<file path="config.mk">
export PLATFORM = sky130hd
export DESIGN_NAME = sram2rw_fifo_ctrl
export DESIGN_NICKNAME = d
export VERILOG_FILES = /design/src/rtl/sram_fifo_pkg.sv /design/src/rtl/sram_fifo_outbuf.sv /design/src/rtl/sram2rw_fifo_ctrl.sv
export SDC_FILE = /design/constraint.sdc
export NUM_CORES = 1
export LEC_CHECK = 0
export CAP_MARGIN = 20
export CORE_ASPECT_RATIO = 1.2
export CORE_MARGIN = 3
export CORE_UTILIZATION = 45
export DETAILED_ROUTE_END_ITERATION = 16
export PLACE_DENSITY_LB_ADDON = 0.1
export SLEW_MARGIN = 20
export SYNTH_ARGS = -nofsm -noshare
export SYNTH_HDL_FRONTEND = slang
export SYNTH_HIERARCHICAL = 1
export SYNTH_SLANG_ARGS = --single-unit
</file>
<file path="constraint.sdc">
create_clock -name clock -period 4.1 [get_ports clock]
set_input_delay 1.025 -clock clock [delete_from_list [all_inputs] [get_ports clock]]
set_output_delay 1.025 -clock clock [all_outputs]
set_load 0.02 [all_outputs]
</file>
<file path="src/rtl/sram_fifo_pkg.sv">
// Shared sizing and types for the SRAM2RW32x33-backed FIFO controller.
// SRAM_FIFO_PARITY_EN reserves the top SRAM bit for even parity over the data word.
package sram_fifo_pkg;
    localparam int DEPTH  = 32;
    localparam int ADDR_W = 5;
    localparam int WORD_W = 33;
    localparam int LVL_W  = 6;
`ifdef SRAM_FIFO_PARITY_EN
    localparam int DATA_W = WORD_W - 1;
`else
    localparam int DATA_W = WORD_W;
`endif

    typedef logic [WORD_W-1:0] word_t;
    typedef logic [DATA_W-1:0] data_t;
    typedef logic [ADDR_W:0]   ptr_t;
    typedef logic [ADDR_W-1:0] addr_t;

    function automatic logic even_par(input data_t d);
        return ^d;
    endfunction
endpackage

</file>
<file path="src/rtl/sram_fifo_outbuf.sv">
// Two-entry skid buffer that absorbs the SRAM's registered read so the
// consumer side can sustain one word per cycle.
module sram_fifo_outbuf #(
    parameter int W = 33
) (
    input  logic         clock,
    input  logic         reset_n,
    input  logic         flush_i,
    input  logic         push_i,
    input  logic [W-1:0] push_data_i,
    input  logic         pop_i,
    output logic [1:0]   cnt_o,
    output logic         valid_o,
    output logic [W-1:0] head_o
);
    logic [1:0][W-1:0] slot_q;
    logic              wr_q, wr_d;
    logic              rd_q, rd_d;
    logic [1:0]        cnt_q, cnt_d;

    always_comb begin
        wr_d  = wr_q ^ push_i;
        rd_d  = rd_q ^ pop_i;
        cnt_d = cnt_q + {1'b0, push_i} - {1'b0, pop_i};
    end

    // Slot contents survive a flush; only the occupancy is cleared.
    always_ff @(posedge clock or negedge reset_n) begin
        if (!reset_n) begin
            slot_q <= '0;
            wr_q   <= 1'b0;
            rd_q   <= 1'b0;
            cnt_q  <= 2'd0;
        end else if (flush_i) begin
            wr_q   <= 1'b0;
            rd_q   <= 1'b0;
            cnt_q  <= 2'd0;
        end else begin
            if (push_i)
                slot_q[wr_q] <= push_data_i;
            wr_q  <= wr_d;
            rd_q  <= rd_d;
            cnt_q <= cnt_d;
        end
    end

    assign cnt_o   = cnt_q;
    assign valid_o = (cnt_q != 2'd0);
    assign head_o  = slot_q[rd_q];
endmodule

</file>
<file path="src/rtl/sram2rw_fifo_ctrl.sv">
// Runs one SRAM2RW32x33 as a 32-deep FIFO: port 1 enqueues, port 2 dequeues.
// Optional SRAM_FIFO_PARITY_EN stores even parity in the top bit and flags mismatches on perr.
module sram2rw_fifo_ctrl
    import sram_fifo_pkg::*;
(
    input  logic             clock,
    input  logic             reset_n,
    input  logic             flush,
    input  logic             in_valid,
    output logic             in_ready,
    input  data_t            in_data,
    output logic             out_valid,
    input  logic             out_ready,
    output data_t            out_data,
    output logic [LVL_W-1:0] level,
    output addr_t            sram_a1,
    output logic             sram_csb1,
    output logic             sram_web1,
    output logic             sram_oeb1,
    output word_t            sram_i1,
    output addr_t            sram_a2,
    output logic             sram_csb2,
    output logic             sram_web2,
    output logic             sram_oeb2,
    input  word_t            sram_o2
`ifdef SRAM_FIFO_PARITY_EN
    ,
    output logic             perr
`endif
);
    ptr_t       wptr_q, wptr_d;
    ptr_t       rptr_q, rptr_d;
    logic       rd_inflight_q, rd_inflight_d;
    ptr_t       mem_cnt;
    logic [1:0] ob_cnt;
    logic [2:0] ob_pend;
    logic       wr_en, rd_en, pop;

    assign mem_cnt = wptr_q - rptr_q;

    // Holding in_ready low while in reset keeps port 1 idle until reset_n releases.
    assign in_ready = reset_n && !flush && (mem_cnt < ptr_t'(DEPTH));
    assign wr_en    = in_valid && in_ready;
    assign pop      = out_valid && out_ready;

    // Buffer slots already claimed after this cycle's pop; a read may only claim a free one.
    assign ob_pend = {1'b0, ob_cnt} + {2'b00, rd_inflight_q} - {2'b00, pop};
    assign rd_en   = !flush && (mem_cnt != '0) && (ob_pend < 3'd2);

    always_comb begin
        wptr_d        = wptr_q + ptr_t'(wr_en);
        rptr_d        = rptr_q + ptr_t'(rd_en);
        rd_inflight_d = rd_en;
        if (flush) begin
            wptr_d        = '0;
            rptr_d        = '0;
            rd_inflight_d = 1'b0;
        end
    end

    always_ff @(posedge clock or negedge reset_n) begin
        if (!reset_n) begin
            wptr_q        <= '0;
            rptr_q        <= '0;
            rd_inflight_q <= 1'b0;
        end else begin
            wptr_q        <= wptr_d;
            rptr_q        <= rptr_d;
            rd_inflight_q <= rd_inflight_d;
        end
    end

    assign sram_a1   = wptr_q[ADDR_W-1:0];
    assign sram_csb1 = !wr_en;
    assign sram_web1 = !wr_en;
    assign sram_oeb1 = 1'b1;
    assign sram_a2   = rptr_q[ADDR_W-1:0];
    assign sram_csb2 = !rd_en;
    assign sram_web2 = 1'b1;
    assign sram_oeb2 = !rd_en;

`ifdef SRAM_FIFO_PARITY_EN
    logic perr_q, perr_d;

    assign sram_i1 = {even_par(in_data), in_data};

    always_comb begin
        perr_d = perr_q;
        if (flush)
            perr_d = 1'b0;
        else if (rd_inflight_q && (^sram_o2))
            perr_d = 1'b1;
    end

    always_ff @(posedge clock or negedge reset_n) begin
        if (!reset_n)
            perr_q <= 1'b0;
        else
            perr_q <= perr_d;
    end

    assign perr = perr_q;
`else
    assign sram_i1 = in_data;
`endif

    sram_fifo_outbuf #(.W(DATA_W)) u_outbuf (
        .clock       (clock),
        .reset_n     (reset_n),
        .flush_i     (flush),
        .push_i      (rd_inflight_q),
        .push_data_i (sram_o2[DATA_W-1:0]),
        .pop_i       (pop),
        .cnt_o       (ob_cnt),
        .valid_o     (out_valid),
        .head_o      (out_data)
    );

    assign level = LVL_W'(mem_cnt) + LVL_W'(rd_inflight_q) + LVL_W'(ob_cnt);
endmodule
</file>
==> out/results.ini <==
[outcome]
status = complete, no violations

[synthesis]
yosysUniqueCellTypes = 40
syn_inst = 350
yosysWarnings = 6
syn-cell-area_um2 = 4500
async_flop_share_pct = 100
avgSynthCellArea_um2 = 12.8
ys_seq_area_share_pct = 46.2
synth-main-ff-cell = dfrtp_1
synth_seq_cells = 83
synth_edf_count = 0

[route]
vias_per_cell = 4.96
drc = 0
wire_per_inst_um = 16.1
antenna_left = 0
detail_route.iter0.violations = 70
dr.pass1.iters = 4
drt-total-wl_um = 8670
vias = 2668

[sta]
setup_viol = 0
layout_setup_ws_ns = 0.0854
fin_skew_ns = 0.00302
finalCriticalPeriod_ns = 4.01
clock.fmax_mhz = 249
rsz0062_at_grt = false
worst_pin_slew_ns = 0.753
slew_headroom_pct = 49.8
final-hold-violation-count = 0
fin_crit_sh_pct = 97.9
drv_slew = 0
final.setup.tns_ns = 0

[global_route]
grt_max_degree = 63
grt_usage_pct = 16.8
overflow = 0
antenna_found_initial = 0
grt_pass1_vias = 2931
grt_first_pass_wirelength_um = 14800

[die]
die_y_um = 115
coreArea_um2 = 9610
die_w_um = 97.2
num_rows = 39
dieArea_um2 = 11200
num_io_pins = 161
initial_core_util_pct = 46.8

[cells_and_area]
antennaDiodeCount = 0
layout-drive-gt1-share_pct = 32.8
fin_area_um2 = 5490
layout_commonest_cell = mux2_2
layout_common_cells = mux2_2, clkdlybuf4s50_1, dfrtp_1
final_net_count = 498
n_fill_cell = 819
syn_to_final_growth_pct = 22.1

[worst_setup_path]
required_ns = 3.07
slowest_stage = a2111o_1
critPathMaxStageDelay_ns = 0.41
critical_path_arrival_ns = 2.99
cp_cell_sequence = clkdlybuf4s50_1 -> and2_1 -> ha_1 -> nor2_1 -> fa_1 -> xnor2_1 -> a2111o_1 -> buf_2
end_kind = output port
path_class = in -> out
worst-path-buf-inv = 2
critPathTopFamily = adder cells
worst_setup_path_start_kind = input pin
crit_fanout = 2

[pwr]
static-leakage-power_nw = 2.43
powerDensity_nw_per_um2 = 721
peakVddDrop_v = 0.000315

[clock_network]
clk_pin_slew_ns = 0.06
clkLatencyLatePin_ns = 0.33
cts_buffer_depth = 2
cts_root_buffer = clkbuf_16
post-cts-setup-buffer-count = 0
cts.sinks = 83
cts_buffers = 9
htreeDepth = 3
cts_tree = yes

[placement]
pre_cts_ws_ns = -0.316
gp_congestion = 0.770
dp.final_hpwl_um = 6310
port-buffer-count = 92
place_area_um2 = 5230

[flow_run]
maxCapViolCount = 0

[worst_hold_path]
hp-class = reg -> reg

-- final timing paths --
check / startpoint / slack (ns) / endpoint / cells past startpoint
worst max-delay path: out_ready / 0.09 / sram_csb2 / 8
worst min-delay path: u_outbuf/slot_q[17] / 0.49 / u_outbuf/slot_q[17] / 1
worst max register to register: u_outbuf/cnt_o[0] / 0.95 / rptr_q[5] / 13
worst min register to register: u_outbuf/slot_q[17] / 0.49 / u_outbuf/slot_q[17] / 1
max in group asynchronous: reset_n / 2.35 / u_outbuf/slot_q[64] / 3
min in group asynchronous: reset_n / 0.71 / u_outbuf/wr_q / 2
-- Yosys cell counts, types with 2 or more instances --
library cell  instances  area [um^2]
a2111oi_1             2         20.0
and2_1                3         18.8
buf_2                 3         15.0
buf_4                48          360
buf_6                 2         22.5
clkbuf_1              2         7.51
clkbuf_8              3         41.3
dfrtp_1              83         2080
fa_1                  4         80.1
ha_1                 13          163
inv_1                15         56.3
mux2_1                2         22.5
mux2_2               97         1090
nand2_1               3         11.3
nand3_1               6         30.0
nor2_1               16         60.1
nor2b_1               6         37.5
nor3_1                3         15.0
o21ai_0               2         10.0
xnor2_1              13          114
xor2_1                5         43.8
-- state kept, by name, summed over array words and instances, names as in the netlist --
| register | count |
|---|---|
| u_outbuf/slot_q | 66 |
| u_outbuf/cnt_o | 2 |
| wptr_q | 6 |
| u_outbuf/wr_q | 1 |
| rptr_q | 6 |
| rd_inflight_q | 1 |
| u_outbuf/rd_q | 1 |
-- layer usage --
layer	global-route usage, %	wire length, um	vias up
li1	-	-	1262
met1	20.2	3650	1304
met3	6.14	546	13
met4	6.37	151	0
met5	0	0	-
met2	28.0	4320	89
-- per-stage QoR --
step | hold slack (ns) | util [%] | std cells | power [mW]
after floorplan | 0.454 | - | 351 | 2.56
after global placement | 0.473 | 54.4 | 522 | 3.26
after detailed placement | 0.480 | 54.4 | 522 | 3.30
after CTS | 0.494 | 57.0 | 538 | 4.02
after global routing | 0.504 | 57.1 | 538 | 4.22
final | 0.485 | 57.1 | 538 | 3.96
-- area by class of cell --
| cell class | instances | area [um^2] | area share, % |
|---|---|---|---|
| clock inverter | 4 | 27.5 | 0.501 |
| inverter | 15 | 56.3 | 1.03 |
| sequential | 83 | 2080 | 37.8 |
| timing repair buffer | 106 | 1020 | 18.6 |
| tap | 123 | 154 | 2.80 |
| multi-input combinational | 195 | 1920 | 35.0 |
| clock buffer | 12 | 236 | 4.31 |
-- what timing repair did --
item | CTS | global route
hold buffers | 0 | 0
endpoints found under the setup margin | 2 | 2
gates resized for setup | 8 | 2
-- cell families (layout without fill, tap and decap cells) --
kind of cell	count (synthesis)	count (layout)	synth area share, %
buf+inv	73	137	11.2
flops	83	83	46.2
fa+ha+maj	17	17	5.40
other cells	1	2	0.0834
xor+xnor	21	21	4.73
mux	99	99	24.8
compound gates	11	11	1.92
simple gates	45	45	5.68
-- power breakdown --
| group | leakage [nW] | internal (mW) | switching, mW |
|---|---|---|---|
| Sequential | 1.05 | 1.14 | 0.148 |
| Clock | 0.119 | 0.409 | 0.308 |
| Combinational | 1.26 | 1.08 | 0.869 |
| Total | 2.43 | 2.63 | 1.32 |
No activity file was read; power rests on OpenSTA's default activity.
==> RTL change (config.mk and constraints unchanged) <==
The package constant `WORD_W` goes from 33 to 66.
--- a/src/rtl/sram_fifo_pkg.sv
+++ b/src/rtl/sram_fifo_pkg.sv
@@ -3,7 +3,7 @@
 package sram_fifo_pkg;
     localparam int DEPTH  = 32;
     localparam int ADDR_W = 5;
-    localparam int WORD_W = 33;
+    localparam int WORD_W = 66;
     localparam int LVL_W  = 6;
 `ifdef SRAM_FIFO_PARITY_EN
     localparam int DATA_W = WORD_W - 1;
Ports: changed (resized in_data, out_data, sram_i1 and sram_o2); port bits go from 161 to 293. No check against the original RTL was run, so the function may have changed too.
==> RTL change against the unedited design <==
- non-clock buffer count up 66
- combinational power up 75%
- setup slack better by 0.11 ns
- area after synthesis up 68%
- largest cell class unchanged
- sequential share of layout area up 1.9 points
- sequential cell count up 66
- die area up 64%
- power up 85%
- final area up 71%
- routed wire length up 84%
- core utilization up 0.36 points
==> RTL change: results (changes against the unedited design) <==
clock_network:
  clk_latency_ns: 0.41  # +0.08 ns
  htreeDepth: 4  # +1
  cts-root-buf: "clkbuf_16"
  cts_inserted_buffers: 17  # +8
synthesis:
  ys_top_cells_by_area: "dfrtp_1 49%, mux2_2 24%, buf_4 8.1%"
  syn_avg_cell_area_um2: 13.5  # +5.4%
  synthTopCellsByCount: "158 x mux2_2, 149 x dfrtp_1, 82 x buf_4, 40 x mux2_1, 16 x nor2_1"
  yosysSeqAreaShare_pct: 49.3  # +3.1 points
power:
  irDropWorstVdd_uv: 407  # +29%
  p_leak_nw: 4.10  # +69%
place:
  place_inst: 841  # +61%
  gp_congestion: 0.773  # +0.39%
  post-dp-hpwl_mm: 11.2  # +77%
  pre_cts_slack_ns: -0.411  # -0.0948 ns
  place_area_um2: 8770  # +68%
  place.port_buffers: 158  # +72%
global_routing:
  grt_util_all_layers_pct: 17.9  # +1.1 points
  grt_pass1_wl_mm: 26.4  # +78%
  grt_max_degree: 60  # -4.8%
  grt_pass1_vias: 5183  # +77%
setup_path:
  critPathMaxStageDelay_ns: 0.47  # +0.06 ns
  cp_data_arrival_time_ns: 2.88  # -0.11 ns
finish:
  drive_gt1_share_pct: 32.9  # +0.16 points
  fill_cells: 1372  # +68%
  layout.nets: 803  # +61%
routing:
  num_vias: 4473  # +68%
  drtIter0Drc: 114  # +63%
  viasPerCell: 5.12  # +3.2%
timing:
  slew_headroom_pct: 48.7  # -1.1 points
outcome:
  status: "finished clean"
[RTL change: cell types whose count changed after synthesis, sizes merged]
cell and delta:
nor2b +1, and2b -1, inv -1, clkbuf -4
buf +48, dfrtp +66, clkinv +1, mux2 +99
[RTL change: kinds of logic (layout without fill, tap and decap cells)]
kind of cell,count (synthesis),after routing,share of synthesized area [%]
AOI/OAI and AO/OA,11,11,1.14
buffers and inverters,117,219,10.8
xor gates and xnor gates,21,21,2.81
and+or+nand+nor,45,45,3.21
other,1,2,0.0496
adders and majority gates,17,17,3.21
muxes,198,198,29.5
DFF,149,149,49.3
[RTL change: report_power, final]
group | internal [mW] | leakage, nW | switching (mW)
clock | 0.926 | 0.274 | 0.592
sequential | 2.08 | 1.87 | 0.311
combinational | 1.89 | 1.97 | 1.52
[RTL change: layout make-up]
cell class | instances | area, um^2 | share of cell area, %
sequential | 149 | 3730 | 39.7
timing repair buffer | 172 | 1710 | 18.2
clock buffer | 20 | 457 | 4.87
inverter | 15 | 56.3 | 0.600
clock inverter | 12 | 130 | 1.39
tap | 212 | 265 | 2.83
multi-input combinational | 294 | 3040 | 32.4
[RTL change: final timing paths]
check,start,to,slack [ns]
setup / recovery,out_ready,sram_oeb2,0.20
hold / removal,u_outbuf/slot_q[11],u_outbuf/slot_q[11],0.48
setup reg to reg,u_outbuf/cnt_o[0],rptr_q[5],1.02
hold reg to reg,u_outbuf/slot_q[11],u_outbuf/slot_q[11],0.48
max in group asynchronous,reset_n,u_outbuf/slot_q[37],2.09
min in group asynchronous,reset_n,u_outbuf/slot_q[98],0.77
[RTL change: routing by layer]
layer,track usage [%],up-vias,part of all wire [%],wire length (um)
li1,-,2028,-,-
met1,20.3,2273,39,6240
met2,31.8,140,53,8470
met3,6.18,32,6.1,971
met4,6.14,0,1.9,302
met5,0,-,0,0
[RTL change: timing repair]
action,CTS,global route
hold endpoints to repair,0,0
resized for setup,18,2
buffers inserted,1,0
setup endpoints to repair,3,2
pin swaps,3,0
[RTL change: worst register-to-register path: cells and delay by family (launching register included)]
family	cells	cell delay (ns)
xor gates and xnor gates	1	0.14
buffers and inverters	1	0.15
AOI/OAI and AO/OA	1	0.32
DFF	1	0.39
adders and majority gates	3	1.00
and+or+nand+nor	6	0.97
[RTL change: stage by stage]
stage	total power [mW]	TNS [ns]
5_1_grt	7.78	0
3_5_place_dp	5.87	-0.820
6_report	7.33	0
3_3_place_gp	5.75	-0.739
4_1_cts	7.45	0
2_1_floorplan	4.52	0
